[src/rtl/if_fetch_stage.sv]
// IF stage: owns the PC, keeps at most one I-cache request outstanding and buffers {pc, inst} in a 2-entry queue.
// Optional stall-cycle counter is built when IF_STALL_CNT_EN is defined; otherwise o_stall_cycles reads 0.
module if_fetch_stage #(
  parameter logic [31:0] RESET_PC = 32'h0000_0000,
  parameter int unsigned Q_DEPTH  = 2
) (
  input  logic        i_clk,
  input  logic        i_rst,
  input  logic        i_stall,
  input  logic        i_jb,
  input  logic [31:0] i_jb_target,
  output logic        o_imem_req_valid,
  output logic [31:0] o_imem_req_addr,
  input  logic        i_imem_req_ready,
  input  logic        i_imem_resp_valid,
  input  logic [31:0] i_imem_resp_data,
  output logic [31:0] o_inst_out,
  output logic [31:0] o_current_pc_out,
  output logic        o_stall_cache,
  output logic [31:0] o_stall_cycles
);

  localparam logic [1:0]  Q_FULL = 2'(Q_DEPTH);
  localparam logic [31:0] NOP    = 32'd19;

  typedef enum logic [1:0] {
    ST_ISSUE = 2'd0,
    ST_WAIT  = 2'd1,
    ST_DRAIN = 2'd2
  } state_t;

  state_t      r_state;
  state_t      w_state_nxt;
  logic [31:0] r_pc;
  logic [31:0] w_pc_nxt;
  logic [31:0] r_req_pc;
  logic [31:0] r_q_pc   [2];
  logic [31:0] r_q_inst [2];
  logic        r_head;
  logic [1:0]  r_count;

  logic        w_req_valid;
  logic        w_accept;
  logic        w_push;
  logic        w_pop;
  logic        w_tail;

  assign w_req_valid = !i_rst && (r_state == ST_ISSUE) && (r_count < Q_FULL);
  assign w_accept    = w_req_valid && i_imem_req_ready;
  // A response only becomes a queue entry when it is not overtaken by a redirect.
  assign w_push      = !i_rst && (r_state == ST_WAIT) && i_imem_resp_valid && !i_jb;
  assign w_pop       = (r_count != 2'd0) && !i_stall && !i_jb;
  assign w_tail      = r_head ^ r_count[0];

  // Next-state and next-PC selection
  always_comb begin
    w_state_nxt = r_state;
    w_pc_nxt    = i_jb ? i_jb_target : r_pc;
    case (r_state)
      ST_ISSUE: begin
        if (w_accept) begin
          w_state_nxt = i_jb ? ST_DRAIN : ST_WAIT;
          w_pc_nxt    = i_jb ? i_jb_target : (r_pc + 32'd4);
        end else begin
          w_state_nxt = ST_ISSUE;
        end
      end
      ST_WAIT: begin
        if (i_imem_resp_valid) begin
          w_state_nxt = ST_ISSUE;
        end else if (i_jb) begin
          w_state_nxt = ST_DRAIN;
        end else begin
          w_state_nxt = ST_WAIT;
        end
      end
      ST_DRAIN: begin
        if (i_imem_resp_valid) begin
          w_state_nxt = ST_ISSUE;
        end else begin
          w_state_nxt = ST_DRAIN;
        end
      end
      default: begin
        w_state_nxt = ST_ISSUE;
      end
    endcase
  end

  // Control state: FSM, PC, request PC and queue pointers
  always_ff @(posedge i_clk) begin
    if (i_rst) begin
      r_state  <= ST_ISSUE;
      r_pc     <= RESET_PC;
      r_req_pc <= RESET_PC;
      r_head   <= 1'b0;
      r_count  <= 2'd0;
    end else begin
      r_state <= w_state_nxt;
      r_pc    <= w_pc_nxt;
      if (w_accept) begin
        r_req_pc <= r_pc;
      end
      if (i_jb) begin
        r_head  <= 1'b0;
        r_count <= 2'd0;
      end else begin
        if (w_pop) begin
          r_head <= ~r_head;
        end
        r_count <= r_count + {1'b0, w_push} - {1'b0, w_pop};
      end
    end
  end

  // Queue storage; contents are qualified by r_count so no reset is needed
  always_ff @(posedge i_clk) begin
    if (w_push) begin
      r_q_pc[w_tail]   <= r_req_pc;
      r_q_inst[w_tail] <= i_imem_resp_data;
    end
  end

  assign o_imem_req_valid = w_req_valid;
  assign o_imem_req_addr  = r_pc;
  assign o_stall_cache    = (r_count == 2'd0);
  assign o_inst_out       = (r_count == 2'd0) ? NOP   : r_q_inst[r_head];
  assign o_current_pc_out = (r_count == 2'd0) ? 32'd0 : r_q_pc[r_head];

`ifdef IF_STALL_CNT_EN
  logic [31:0] r_stall_cycles;

  // Free-running count of cycles with an empty queue
  always_ff @(posedge i_clk) begin
    if (i_rst) begin
      r_stall_cycles <= 32'd0;
    end else if (r_count == 2'd0) begin
      r_stall_cycles <= r_stall_cycles + 32'd1;
    end else begin
      r_stall_cycles <= r_stall_cycles;
    end
  end

  assign o_stall_cycles = r_stall_cycles;
`else
  assign o_stall_cycles = 32'd0;
`endif

endmodule

[config.mk]
export PLATFORM = sky130hd
export DESIGN_NAME = if_fetch_stage
export DESIGN_NICKNAME = d
export VERILOG_FILES = /design/src/rtl/if_fetch_stage.sv
export SDC_FILE = /design/constraint.sdc
export NUM_CORES = 1
export LEC_CHECK = 0
export CAP_MARGIN = 30
export CORE_ASPECT_RATIO = 0.75
export CORE_UTILIZATION = 40
export CTS_CLUSTER_SIZE = 14
export DETAILED_ROUTE_END_ITERATION = 7
export PLACE_DENSITY = 0.76
export SLEW_MARGIN = 40
export SYNTH_ARGS = -nofsm -noshare
export SYNTH_HDL_FRONTEND = slang
export SYNTH_SLANG_ARGS = --single-unit
[constraint.sdc]
create_clock -name i_clk -period 6.1 [get_ports i_clk]
set_input_delay 1.83 -clock i_clk [delete_from_list [all_inputs] [get_ports i_clk]]
set_output_delay 1.83 -clock i_clk [all_outputs]
set_load 0.01 [all_outputs]
Word level (Yosys, flattened, before mapping)
Memories as Yosys holds them, arrays and structs flattened. A register that Yosys moved wholly into a read port is not among the register bits. Index checks and enable logic that the tools add are counted.

Register bits after elaboration: 69. Memory bits (writable): 128. Output and inout bits: 130. Word-level logic and storage cells: 47. Memories kept: 2.

Memory list: r_q_inst (words 2, bits a word 32, rd ports 1, clocked after memory_dff 1, wr ports 1, RTL line 38) `logic [31:0] r_q_inst [2];`; r_q_pc (words 2, bits a word 32, rd ports 1, clocked after memory_dff 1, wr ports 1, RTL line 37) `logic [31:0] r_q_pc [2];`.

$add $sub $neg: 3. Order comparisons: 1. Eq/ne operators: 2. Mux-type cells: 17. Bitwise logic cells: 2. Reduce and logical (&&, ||, !) cells: 15.

Operators with widths (count): $mux 32 (6); $add 32x3->32 const B (1); $logic_and 1x1->1 (8); $mux 2 (4); $mux 1 (6); $pmux 2 s3 (1); $logic_not 2->1 (2); $logic_not 1->1 (3); $add 2x1->2 (1); $eq 2x1->1 const B (1); $eq 2x2->1 const B (1); $lt 2x2->1 const B (1); $reduce_bool 2->1 (1); $reduce_or 2->1 (1); $sub 2x1->2 (1); $not 1->1 (1); $xor 1x1->1 (1).

Logic depth before layout (Yosys ltp)
Word-level depth: 6. Mapped depth: 9.

Worst setup path after synthesis
OpenSTA, ideal clock, no wires.

Path type: in2reg. From: in i_jb. To: mem r_q_inst[0][0], enable pin. Arrival time: 5158 ps. Slack: 448 ps. Cell stages on the path: 4. Cell sequence: clkbuf_1 > nor2_1 > nand3_1 > nor2b_1.

Word-level cells in the longest chain between the ends: 4.

RTL lines: start, declared (RTL line 10) `input logic i_jb,`; $logic_not 1->1 (RTL line 51) `assign w_push = !i_rst && (r_state == ST_WAIT) && i_imem_resp_valid && !i_jb;`; $logic_and 1x1->1 (RTL line 51); $mux 1 (RTL line 118) `if (w_push) begin`; $mux 1 (not written as such) (RTL line 120) `r_q_inst[w_tail] <= i_imem_resp_data;`; end, declared (RTL line 38).

Every way passes these cells.

Final worst setup path
From: in i_rst. To: out o_imem_req_valid.

Word-level cells in the longest chain between the ends: 3.

RTL lines: start, declared (RTL line 8) `input logic i_rst,`; $logic_not 1->1 (RTL line 48) `assign w_req_valid = !i_rst && (r_state == ST_ISSUE) && (r_count < Q_FULL);`; $logic_and 1x1->1 (2 in a row) (RTL line 48); end, declared (RTL line 12) `output logic o_imem_req_valid,`.

Every way passes these cells.

==> flow_metrics.tcl <==
set metrics [dict create \
    outcome "completed" \
    grt_first_pass_wirelength_um 29400 \
    post-cts-setup-buffer-count 0 \
    insertion_delay_ns 0.43 \
    synthTopCellsByArea "edfxtp_1, dfxtp_1, mux2i_1" \
    post_cts_resized 0 \
    rr_endpoint "o_imem_req_addr[27]$_SDFF_PP0_" \
    yosys.area.top_type "edfxtp_1" \
    place_ws_ns 1.12 \
    dieWidth_um 167 \
    setup_slack_ns 1.12 \
    route.detailed.drc 0 \
    fin_crit_ns 4.98 \
    drt_iter0_markers 331 \
    endpoint_kind "output pin" \
    cts_buffer_depth 2 \
    via_per_inst 4.92 \
    ys_ff_latch 198 \
    critPathCapture "o_imem_req_valid" \
    relSlewSlack_pct 51.5 \
    synth_top_area_share_pct 47.0 \
    synth_area_um2 8180 \
    tightest_slew_ns 0.722 \
    path_clk_slew_ns 0.07 \
    drv_cap 0 \
    leakagePower_nw 3.71 \
    dieArea_um2 21000 \
    crit_start "i_rst" \
    syn_to_final_growth_pct 30.9 \
    layout-drive-gt1-share_pct 6.44 \
    hold_path.class "reg2reg" \
    power.density_nw_per_um2 261 \
    synth_seq_area_share_pct 64.1 \
    crit_required_ns 4.27 \
    ctsHoldBuffers 0 \
    place_area_um2 10100 \
    finalPower_mw 2.80 \
    worstSetupPathType "in2out" \
    grt_overflow_total 0 \
    cts_root_buf "clkbuf_16" \
    io_pins 200 \
    rsz0062_at_grt "no" \
    cp_cell_sequence "buf_2 > or4_4 > clkinv_2 > clkdlybuf4s50_1" \
    design.core.area_um2 19700 \
    final_nets 914 \
    setup_tns_ns 0 \
    crit-reg2reg-launch "r_state[0]$_SDFF_PP0_" \
    reg2regPathDepth 6 \
    die_h_um 126 \
    cts_tree "yes" \
    ys.flop_type "edfxtp_1" \
    cts.htree.levels 4 \
    syn_inst 680 \
    maxSlewViolCount 0 \
    numCtsBuffers 17 \
    r2r_slack_ns 3.67 \
    grt_antenna_before_repair 1 \
    hold_viol 0 \
    antenna_left 0 \
    startpoint_type "input pin" \
    hpwl_um 12500 \
    cpPeakStageDelay_ns 0.54 \
    grt_usage_pct 18.2 \
    start_util_pct 41.5 \
    wire_per_inst_um 16.8 \
    clock_skew_ns 0.00916 \
    vias 5451 \
    nFillCells 1702 \
    drtPass1Iterations 5 \
    async_flop_share_pct 0 \
    gp_congestion 0.836 \
    ys_warn_count 0 \
    min_period_over_period_pct 81.7 \
    numPortBuffers 167 \
    setup_violations 0 \
    wl_um 18600 \
    clock_sink_count 198 \
    cp_max_fo 8 \
    fp-row-count 44 \
    grt_pass1_vias 5407 \
    design_area_um2 10700 \
    synth_edf_count 128 \
    fmax_mhz 201 \
    grt_max_degree 66 \
    arrival_ns 3.15 \
    ys_types 41 \
    cp_slowest_cell "or4_4" \
    vdd_drop_max_mv 0.144 \
    postSynthAreaPerCell_um2 12.0 \
]
per-layer routing:
metal / part of all wire, % / track usage (%) / up-vias
met1: 48 / 25.1 / 2591
li1: - / - / 2661
met3: 6.0 / 4.59 / 18
met4: 1.2 / 5.94 / 0
met2: 44 / 28.1 / 181
met5: 0 / 0 / -
power by group:
| part | switching (mW) | total (mW) | internal [mW] |
|---|---|---|---|
| Combinational | 0.0793 | 0.170 | 0.0912 |
| Clock | 0.496 | 1.15 | 0.650 |
| Sequential | 0.0333 | 1.48 | 1.45 |
| Total | 0.609 | 2.80 | 2.19 |
cells by family after synthesis:
group | Yosys count | synth area share [%]
compound gates | 43 | 3.44
xor+xnor | 30 | 3.21
fa+ha+maj | 3 | 0.459
buf+inv | 74 | 5.02
flops | 198 | 64.1
mux | 68 | 8.32
other cells | 1 | 0.0458
simple gates | 263 | 15.4
how the worst min path moves through the flow:
stage / startpoint / end / slack [ns] / cells after the start
3_3_place_gp: r_req_pc[12]$_SDFFE_PP0N_ / r_q_pc[1][12]$_DFFE_PP_ / 0.43 / 0
6_report: r_req_pc[1]$_SDFFE_PP0N_ / r_q_pc[0][1]$_DFFE_PP_ / 0.46 / 0
5_1_grt: r_req_pc[20]$_SDFFE_PP0N_ / r_q_pc[0][20]$_DFFE_PP_ / 0.47 / 0
3_5_place_dp: r_req_pc[21]$_SDFFE_PP0N_ / r_q_pc[1][21]$_DFFE_PP_ / 0.44 / 0
2_1_floorplan: r_req_pc[22]$_SDFFE_PP0N_ / r_q_pc[0][22]$_DFFE_PP_ / 0.43 / 0
4_1_cts: r_req_pc[21]$_SDFFE_PP0N_ / r_q_pc[1][21]$_DFFE_PP_ / 0.46 / 0
synthesized netlist by cell type, types with 2 or more instances:
| cell type | count |
|---|---|
| edfxtp_1 | 128 |
| nor2_1 | 97 |
| nand2_1 | 84 |
| dfxtp_1 | 70 |
| mux2i_1 | 68 |
| buf_4 | 33 |
| clkbuf_1 | 30 |
| nand3b_1 | 29 |
| a211oi_1 | 20 |
| xor2_1 | 17 |
| nand3_1 | 15 |
| xnor2_1 | 13 |
| o21ai_0 | 10 |
| nand4_1 | 9 |
| a21oi_1 | 7 |
| and2_1 | 5 |
| and3_1 | 5 |
| buf_1 | 5 |
| ha_1 | 3 |
| inv_1 | 3 |
| nor3_1 | 3 |
| a311oi_1 | 2 |
| a31oi_1 | 2 |
| and4_1 | 2 |
| nor2b_1 | 2 |
| nor4_1 | 2 |
| or3_1 | 2 |
final cells by class:
class	count	area [um2]	area share, %
diodes	1	2.50	0.0234
clock buffers	18	429	4.01
clock inverters	14	178	1.66
inverters	5	20.0	0.187
multi-input cells	439	2680	25.0
flip-flops and latches	198	5250	49.0
well taps	253	317	2.96
repair buffers	180	1840	17.2
state kept, by name (all words and copies together), names as in the netlist, named ones only:
name,cells
r_q_inst,64
o_imem_req_addr,32
r_req_pc,32
r_count,2
r_head,1
r_state,2
r_q_pc,64
critical path, delay by kind of cell:
family | cells | cell delay [ns]
buf+inv | 3 | 0.77
simple gates | 1 | 0.54
per-stage QoR:
step                      utilization, %  hold slack, ns  std cells
after floorplan                        -           0.425        711
after global placement              50.8           0.433       1071
after detailed placement            51.1           0.439       1074
after CTS                           54.2           0.457       1106
after global routing                54.3           0.469       1107
final                               54.3           0.458       1108
placed cells by master, fill, tap and decap left out, types with 9 or more instances in the layout:
master / instances
a211oi_1: 20
nand4_1: 9
xor2_1: 17
nand3_1: 15
clkdlybuf4s50_1: 166
xnor2_1: 13
dfxtp_1: 69
edfxtp_1: 128
nand3b_1: 29
clkbuf_16: 17
conb_1: 32
nand2_1: 84
nor2_1: 95
mux2i_1: 68
o21ai_0: 10
No activity file was read; power rests on OpenSTA's default activity.
